===== config.mk =====
export PLATFORM = sky130hd
export DESIGN_NAME = fifo_rd_stream
export DESIGN_NICKNAME = d
export VERILOG_FILES = /design/src/rtl/fifo_rd_pkg.sv /design/src/rtl/fifo_rd_stream_rd_out_buf.sv /design/src/rtl/fifo_rd_stream.sv
export SDC_FILE = /design/constraint.sdc
export NUM_CORES = 1
export LEC_CHECK = 0
export CAP_MARGIN = 40
export CORE_ASPECT_RATIO = 0.75
export CORE_MARGIN = 10
export CORE_UTILIZATION = 49
export CTS_CLUSTER_SIZE = 16
export DETAILED_ROUTE_END_ITERATION = 16
export PLACE_DENSITY = 0.74
export SLEW_MARGIN = 25
export SYNTH_ARGS = -nofsm -noshare
export SYNTH_HDL_FRONTEND = slang
export SYNTH_SLANG_ARGS = --single-unit

===== constraint.sdc =====
create_clock -name r_clk -period 5.6 [get_ports r_clk]
set_input_delay 1.4 -clock r_clk [delete_from_list [all_inputs] [get_ports r_clk]]
set_output_delay 1.4 -clock r_clk [all_outputs]
set_load 0.01 [all_outputs]

===== src/rtl/fifo_rd_pkg.sv =====
// Shared types and constants for the FIFO read-side stream engine.
package fifo_rd_pkg;

  typedef enum logic [1:0] {
    IDLE  = 2'd0,
    RUN   = 2'd1,
    DRAIN = 2'd2
  } state_t;

  // Smallest output buffer that sustains one word per cycle across the read latency.
  localparam int MIN_BUF_DEPTH = 3;

  localparam int BEAT_DATA_WIDTH = 4;

  typedef struct packed {
    logic                       last;
    logic [BEAT_DATA_WIDTH-1:0] data;
  } beat_t;

endpackage


===== src/rtl/fifo_rd_stream_rd_out_buf.sv =====
// Small synchronous FIFO holding {last,data} beats between the FIFO read port and the stream.
module rd_out_buf
  import fifo_rd_pkg::*;
#(
  parameter int WIDTH = 5,
  parameter int DEPTH = 3,
  parameter int OW    = $clog2(DEPTH + 1)
) (
  input  logic             clk,
  input  logic             rst,
  input  logic             push,
  input  logic [WIDTH-1:0] push_data,
  input  logic             pop,
  output logic [WIDTH-1:0] head,
  output logic [OW-1:0]    occ
);

  localparam int PW = (DEPTH > 1) ? $clog2(DEPTH) : 1;

  logic [WIDTH-1:0] mem_q [DEPTH];
  logic [PW-1:0]    rd_ptr_q, rd_ptr_d;
  logic [PW-1:0]    wr_ptr_q, wr_ptr_d;
  logic [OW-1:0]    occ_q, occ_d;
  logic             pop_ok, push_ok;

  always_comb begin
    pop_ok   = pop && (occ_q != '0);
    push_ok  = push && ((occ_q != OW'(DEPTH)) || pop_ok);
    rd_ptr_d = rd_ptr_q;
    wr_ptr_d = wr_ptr_q;
    occ_d    = occ_q;
    if (pop_ok) begin
      rd_ptr_d = (rd_ptr_q == PW'(DEPTH - 1)) ? '0 : rd_ptr_q + PW'(1);
    end
    if (push_ok) begin
      wr_ptr_d = (wr_ptr_q == PW'(DEPTH - 1)) ? '0 : wr_ptr_q + PW'(1);
    end
    if (push_ok && !pop_ok) begin
      occ_d = occ_q + OW'(1);
    end else if (pop_ok && !push_ok) begin
      occ_d = occ_q - OW'(1);
    end
  end

  always_ff @(posedge clk) begin
    if (rst) begin
      rd_ptr_q <= '0;
      wr_ptr_q <= '0;
      occ_q    <= '0;
    end else begin
      rd_ptr_q <= rd_ptr_d;
      wr_ptr_q <= wr_ptr_d;
      occ_q    <= occ_d;
    end
  end

  always_ff @(posedge clk) begin
    if (push_ok) begin
      mem_q[wr_ptr_q] <= push_data;
    end
  end

  // Head reads as zero when empty so the stream outputs are clean after a flush.
  assign head = (occ_q != '0) ? mem_q[rd_ptr_q] : '0;
  assign occ  = occ_q;

endmodule


===== src/rtl/fifo_rd_stream.sv =====
// Read-side engine: issues FIFO reads for bursts or continuous drain and presents a valid/ready stream.
// Stream handshake: a beat transfers on a cycle with m_valid && m_ready; while m_valid && !m_ready, m_data/m_last hold.
module fifo_rd_stream
  import fifo_rd_pkg::*;
#(
  parameter int DATA_WIDTH = 4,
  parameter int CNT_WIDTH  = 8,
  parameter int BUF_DEPTH  = 3
) (
  input  logic                  r_clk,
  input  logic                  r_rst,
  input  logic                  start,
  input  logic [CNT_WIDTH-1:0]  burst_len,
  input  logic                  stop,
  output logic                  busy,
  output logic                  done,
  input  logic                  fifo_empty,
  input  logic [DATA_WIDTH-1:0] fifo_r_data,
  output logic                  fifo_r_en,
  output logic                  m_valid,
  output logic [DATA_WIDTH-1:0] m_data,
  output logic                  m_last,
  input  logic                  m_ready,
  output logic [CNT_WIDTH-1:0]  rd_cnt,
  output logic [1:0]            dbg_state
);

  localparam int OW = $clog2(BUF_DEPTH + 1);

  if (BUF_DEPTH < MIN_BUF_DEPTH) begin : g_depth_check
    $error("fifo_rd_stream: BUF_DEPTH below minimum");
  end

  state_t               state_q, state_d;
  logic [CNT_WIDTH-1:0] burst_len_q, burst_len_d;
  logic [CNT_WIDTH-1:0] issued_q, issued_d;
  logic [CNT_WIDTH-1:0] rd_cnt_q, rd_cnt_d;
  logic                 infl_q, infl_d;
  logic                 infl_last_q, infl_last_d;
  logic                 done_q, done_d;

  logic [OW-1:0]        occ;
  logic [DATA_WIDTH:0]  head;
  logic [CNT_WIDTH:0]   issued_nxt;
  logic                 burst_mode, room, can_issue, burst_hit, hs;

  // Read issue looks only at registered state, fifo_empty and stop; m_ready never reaches fifo_r_en.
  always_comb begin
    burst_mode = (burst_len_q != '0);
    room       = ({1'b0, occ} + (OW + 1)'(infl_q)) < (OW + 1)'(BUF_DEPTH);
    can_issue  = burst_mode ? (issued_q < burst_len_q) : !stop;
    fifo_r_en  = !r_rst && (state_q == RUN) && !fifo_empty && room && can_issue;
    // One extra bit so a full-range burst length compares before the counter wraps.
    issued_nxt = {1'b0, issued_q} + (CNT_WIDTH + 1)'(fifo_r_en);
    burst_hit  = burst_mode && (issued_nxt == {1'b0, burst_len_q});
    hs         = m_valid && m_ready;
  end

  always_comb begin
    state_d     = state_q;
    burst_len_d = burst_len_q;
    issued_d    = issued_nxt[CNT_WIDTH-1:0];
    rd_cnt_d    = rd_cnt_q + CNT_WIDTH'(hs);
    infl_d      = fifo_r_en;
    infl_last_d = fifo_r_en && burst_hit;
    done_d      = 1'b0;
    case (state_q)
      IDLE: begin
        if (start) begin
          state_d     = RUN;
          burst_len_d = burst_len;
          issued_d    = '0;
          rd_cnt_d    = '0;
        end
      end
      RUN: begin
        if (burst_hit || (!burst_mode && stop)) begin
          state_d = DRAIN;
        end
      end
      DRAIN: begin
        if ((occ == '0) && !infl_q) begin
          state_d = IDLE;
          done_d  = 1'b1;
        end
      end
      default: state_d = IDLE;
    endcase
  end

  always_ff @(posedge r_clk) begin
    if (r_rst) begin
      state_q     <= IDLE;
      burst_len_q <= '0;
      issued_q    <= '0;
      rd_cnt_q    <= '0;
      infl_q      <= 1'b0;
      infl_last_q <= 1'b0;
      done_q      <= 1'b0;
    end else begin
      state_q     <= state_d;
      burst_len_q <= burst_len_d;
      issued_q    <= issued_d;
      rd_cnt_q    <= rd_cnt_d;
      infl_q      <= infl_d;
      infl_last_q <= infl_last_d;
      done_q      <= done_d;
    end
  end

  rd_out_buf #(
    .WIDTH (DATA_WIDTH + 1),
    .DEPTH (BUF_DEPTH),
    .OW    (OW)
  ) u_buf (
    .clk       (r_clk),
    .rst       (r_rst),
    .push      (infl_q),
    .push_data ({infl_last_q, fifo_r_data}),
    .pop       (hs),
    .head      (head),
    .occ       (occ)
  );

  assign m_valid   = (occ != '0);
  assign m_data    = head[DATA_WIDTH-1:0];
  assign m_last    = head[DATA_WIDTH];
  assign busy      = (state_q != IDLE);
  assign done      = done_q;
  assign rd_cnt    = rd_cnt_q;
  assign dbg_state = state_q;

endmodule

==> results.toml <==
[pwr]
power.switching_uw = 276.7
vdd_drop_max_mv = 0.2282
p_clk_frac = 0.220
cellInternalPower_uw = 630.8
p_leak_uw = 0.001132
swShare = 0.3049
power_frac_seq = 0.491
p_per_area_mw_per_mm2 = 315.9
comb_power_share = 0.289

[min_path]
hold_path_class = "reg2reg"

[critical_path]
endpoint_kind = "primary output"
slowest_delay_ps = 570
startpoint_type = "primary input"
critPathArrivalTime_ps = 3210
slowest_stage = "clkdlybuf4s50_1"
path_cells = "clkdlybuf4s50_1, nor2_1, nand2_1, a2111o_1, a21oi_1, clkdlybuf4s50_1"
cp_top_family = "buffers and inverters"
cp_num_buf_inv = 2
path_common_cell = "clkdlybuf4s50_1"
critPathMaxFanout = 3
required_ps = 4200
critPathKind = "in2out"

[synthesis]
avgSynthCellArea_um2 = 9.732
synth_edf_count = 15
synth.area.top_cells = "dfxtp_1, edfxtp_1, ha_1, nor2_1, a21oi_1"
synth.area.mux_share = 0.02116
netlist.area_leader.share = 0.3132
synth_cells = 243
synth_cell_types = 33
yosys.area.top_type = "dfxtp_1"
synth_warnings = 0
synth_fa_ha_area_frac = 0.07407
synth_top_family_by_area = "simple AND/OR/NAND/NOR gates"
synth_xor_area_frac = 0.08466
synth_nets = 275
synth_ff_type = "dfxtp_1"
synthSimpleGateAreaFrac = 0.1751
synth_compound_area_frac = 0.1095
ys_async_sr_fraction = 0
seq_area_frac_synth = 0.5037
synth-seq-cells = 52
synth_area_mm2 = 0.002365

[drt]
first_pass_iters = 4
drt_iter0_markers = 56
drtAntennaViolNets = 0
vias = 1734
wl_per_cell_um = 14.05
route.final.wire_length_um = 4791
drcViolationCount = 0
viasPerCell = 5.085

[clock_tree]
cts_setup_buffers = 0
cts_resized = 0
cts_buffer_depth = 2
cts_made_buffers = 5
insertion_delay_ps = 300
cts.clk_slew.worst_paths_ps = 80
cts_tree = "built"
ctsHtreeMaxLevel = 2
ctsRootBufferMaster = "clkbuf_8"
holdBufCountCts = 0
clock-sinks = 52

[cells_and_area]
syn2layout_area_growth_pct = 21.48
final_common_cell = "dfxtp_1"
stdcell_count = 341
num-nets-final = 315
stdcell_area_mm2 = 0.002873
n_antenna_cell = 0
layout-drive-gt1-share = 0.05282
final_cell_mix = "dfxtp_1, clkdlybuf4s50_1, nor2_1"

[global_route]
grt_pass1_wl_um = 8238
grt_use_total = 0.1269
globalRouteOverflowTotal = 0
grt_max_degree = 17
antenna_found_initial = 0
grt_pass1_vias = 1732

[timing]
max_slew_margin = 0.6223
rsz0062_at_grt = "no"
hold_violations = 0
finClkSkew_ps = 7.198
slew_violations = 0
setup_viol = 0
post-route-period-util = 0.8228
fin_crit_ps = 4607
worst_slew_pin_slew_ps = 560.7
fmax_mhz = 217.0
tns_ps = 0

[die]
pin_count = 37
design.core.area_mm2 = 0.004572
row_count = 21
die_y_um = 80.16
die-area_mm2 = 0.008033
fp.dieW_um = 100.2
start_util = 0.5172

[place]
placedCellCount = 330
finalWeightedCongestion = 0.8015
placed_cell_area_mm2 = 0.002778
io_buffers = 36
dp_hpwl_um = 3677

[run]
max-cap-violations = 0

[run_status]
outcome = "completed"
## metrics by stage
step / hold slack (ps) / setup slack (ps) / utilization / total power, uW
after detailed placement: 448.1 / 965.1 / 0.6076 / 717.4
after floorplan: 421.0 / 1640 / - / 602.6
after global placement: 456.6 / 994.5 / 0.6076 / 714.2
after CTS: 472.4 / 964.7 / 0.6251 / 916.2
final: 465.3 / 992.6 / 0.6284 / 907.5
after global routing: 499.8 / 846.5 / 0.6284 / 963.8
## logic make-up (layout without fill, tap and decap cells)
group,count (synthesis),after routing
flip-flops,52,52
buffers and inverters,20,61
XOR/XNOR,22,22
AO/OA/AOI/OAI,40,40
adder cells (fa/ha/maj),14,14
multiplexers,5,5
AND/OR/NAND/NOR,90,90
## worst register-to-register path, cell delays in order, from the launching register on
cell and delay (ps):
dfxtp_1 420, inv_1 70, ha_1 310, a21o_1 180, a21oi_1 140, o21ai_0 140, a31o_2 290, a21oi_1 190
ha_1 240, ha_1 260, xor2_1 160, a2111oi_2 290, o211a_1 230, a41oi_2 130, a32o_2 290
## synth_stat cells, types with 2 or more instances
cell / n
a21o_1: 3
or3_1: 2
nor3b_1: 4
o21ai_0: 6
and3_1: 6
a21oi_1: 22
nand2_1: 24
nor2_1: 35
and2_1: 2
mux2i_1: 5
inv_1: 13
nand3_1: 9
or4_1: 2
nor3_1: 2
dfxtp_1: 37
xor2_1: 11
ha_1: 14
edfxtp_1: 15
xnor2_1: 10
nand4_1: 2
clkbuf_1: 7
## registers in the layout, indices dropped and copies added, names as in the netlist, 2 cells and up, named ones only
signal and cells:
rd_cnt 8, dbg_state 2, u_buf.wr_ptr_q 2, issued_q 8, u_buf.mem_q 15, u_buf.rd_ptr_q 2, u_buf.occ 2, burst_len_q 8
## routing by layer
layer	track usage	vias to the layer above	part of all wire	wire, um
met3	0.05731	4	0.080	383
met4	0.04648	0	0.011	53
met1	0.1679	776	0.50	2416
met2	0.1763	38	0.40	1938
met5	0	-	0	0
li1	-	916	-	-
## final timing paths
path                                             startpoint                     endpoint  slack [ps]  depth (start not counted)
worst min-delay path                 infl_last_q$_SDFF_PP0_  u_buf.mem_q[0][4]$_DFFE_PP_         470                          0
worst max-delay path                                  r_rst                    fifo_r_en         990                          6
worst max register to register  burst_len_q[4]$_SDFFE_PP0P_    dbg_state[0]$_SDFFE_PP0P_        2160                         14
worst min register to register       infl_last_q$_SDFF_PP0_  u_buf.mem_q[0][4]$_DFFE_PP_         470                          0
## power groups by stage
stage / Sequential, uW / Combinational (uW) / Clock [uW]
after floorplan: 442 / 161 / 0
after global placement: 454 / 260 / 0
after detailed placement: 454 / 264 / 0
after CTS: 445 / 265 / 206
after global routing: 450 / 293 / 220
final: 446 / 262 / 200
## cell type report
type | count | area (um^2)
Multi-Input combinational cell | 171 | 1099
Inverter | 13 | 48.80
Clock buffer | 7 | 76.32
Sequential cell | 52 | 1191
Clock inverter | 1 | 3.754
Timing Repair Buffer | 40 | 382.9
Tap cell | 57 | 71.32
Fill cell | 397 | 1699
(Power assumes the default switching activity.)
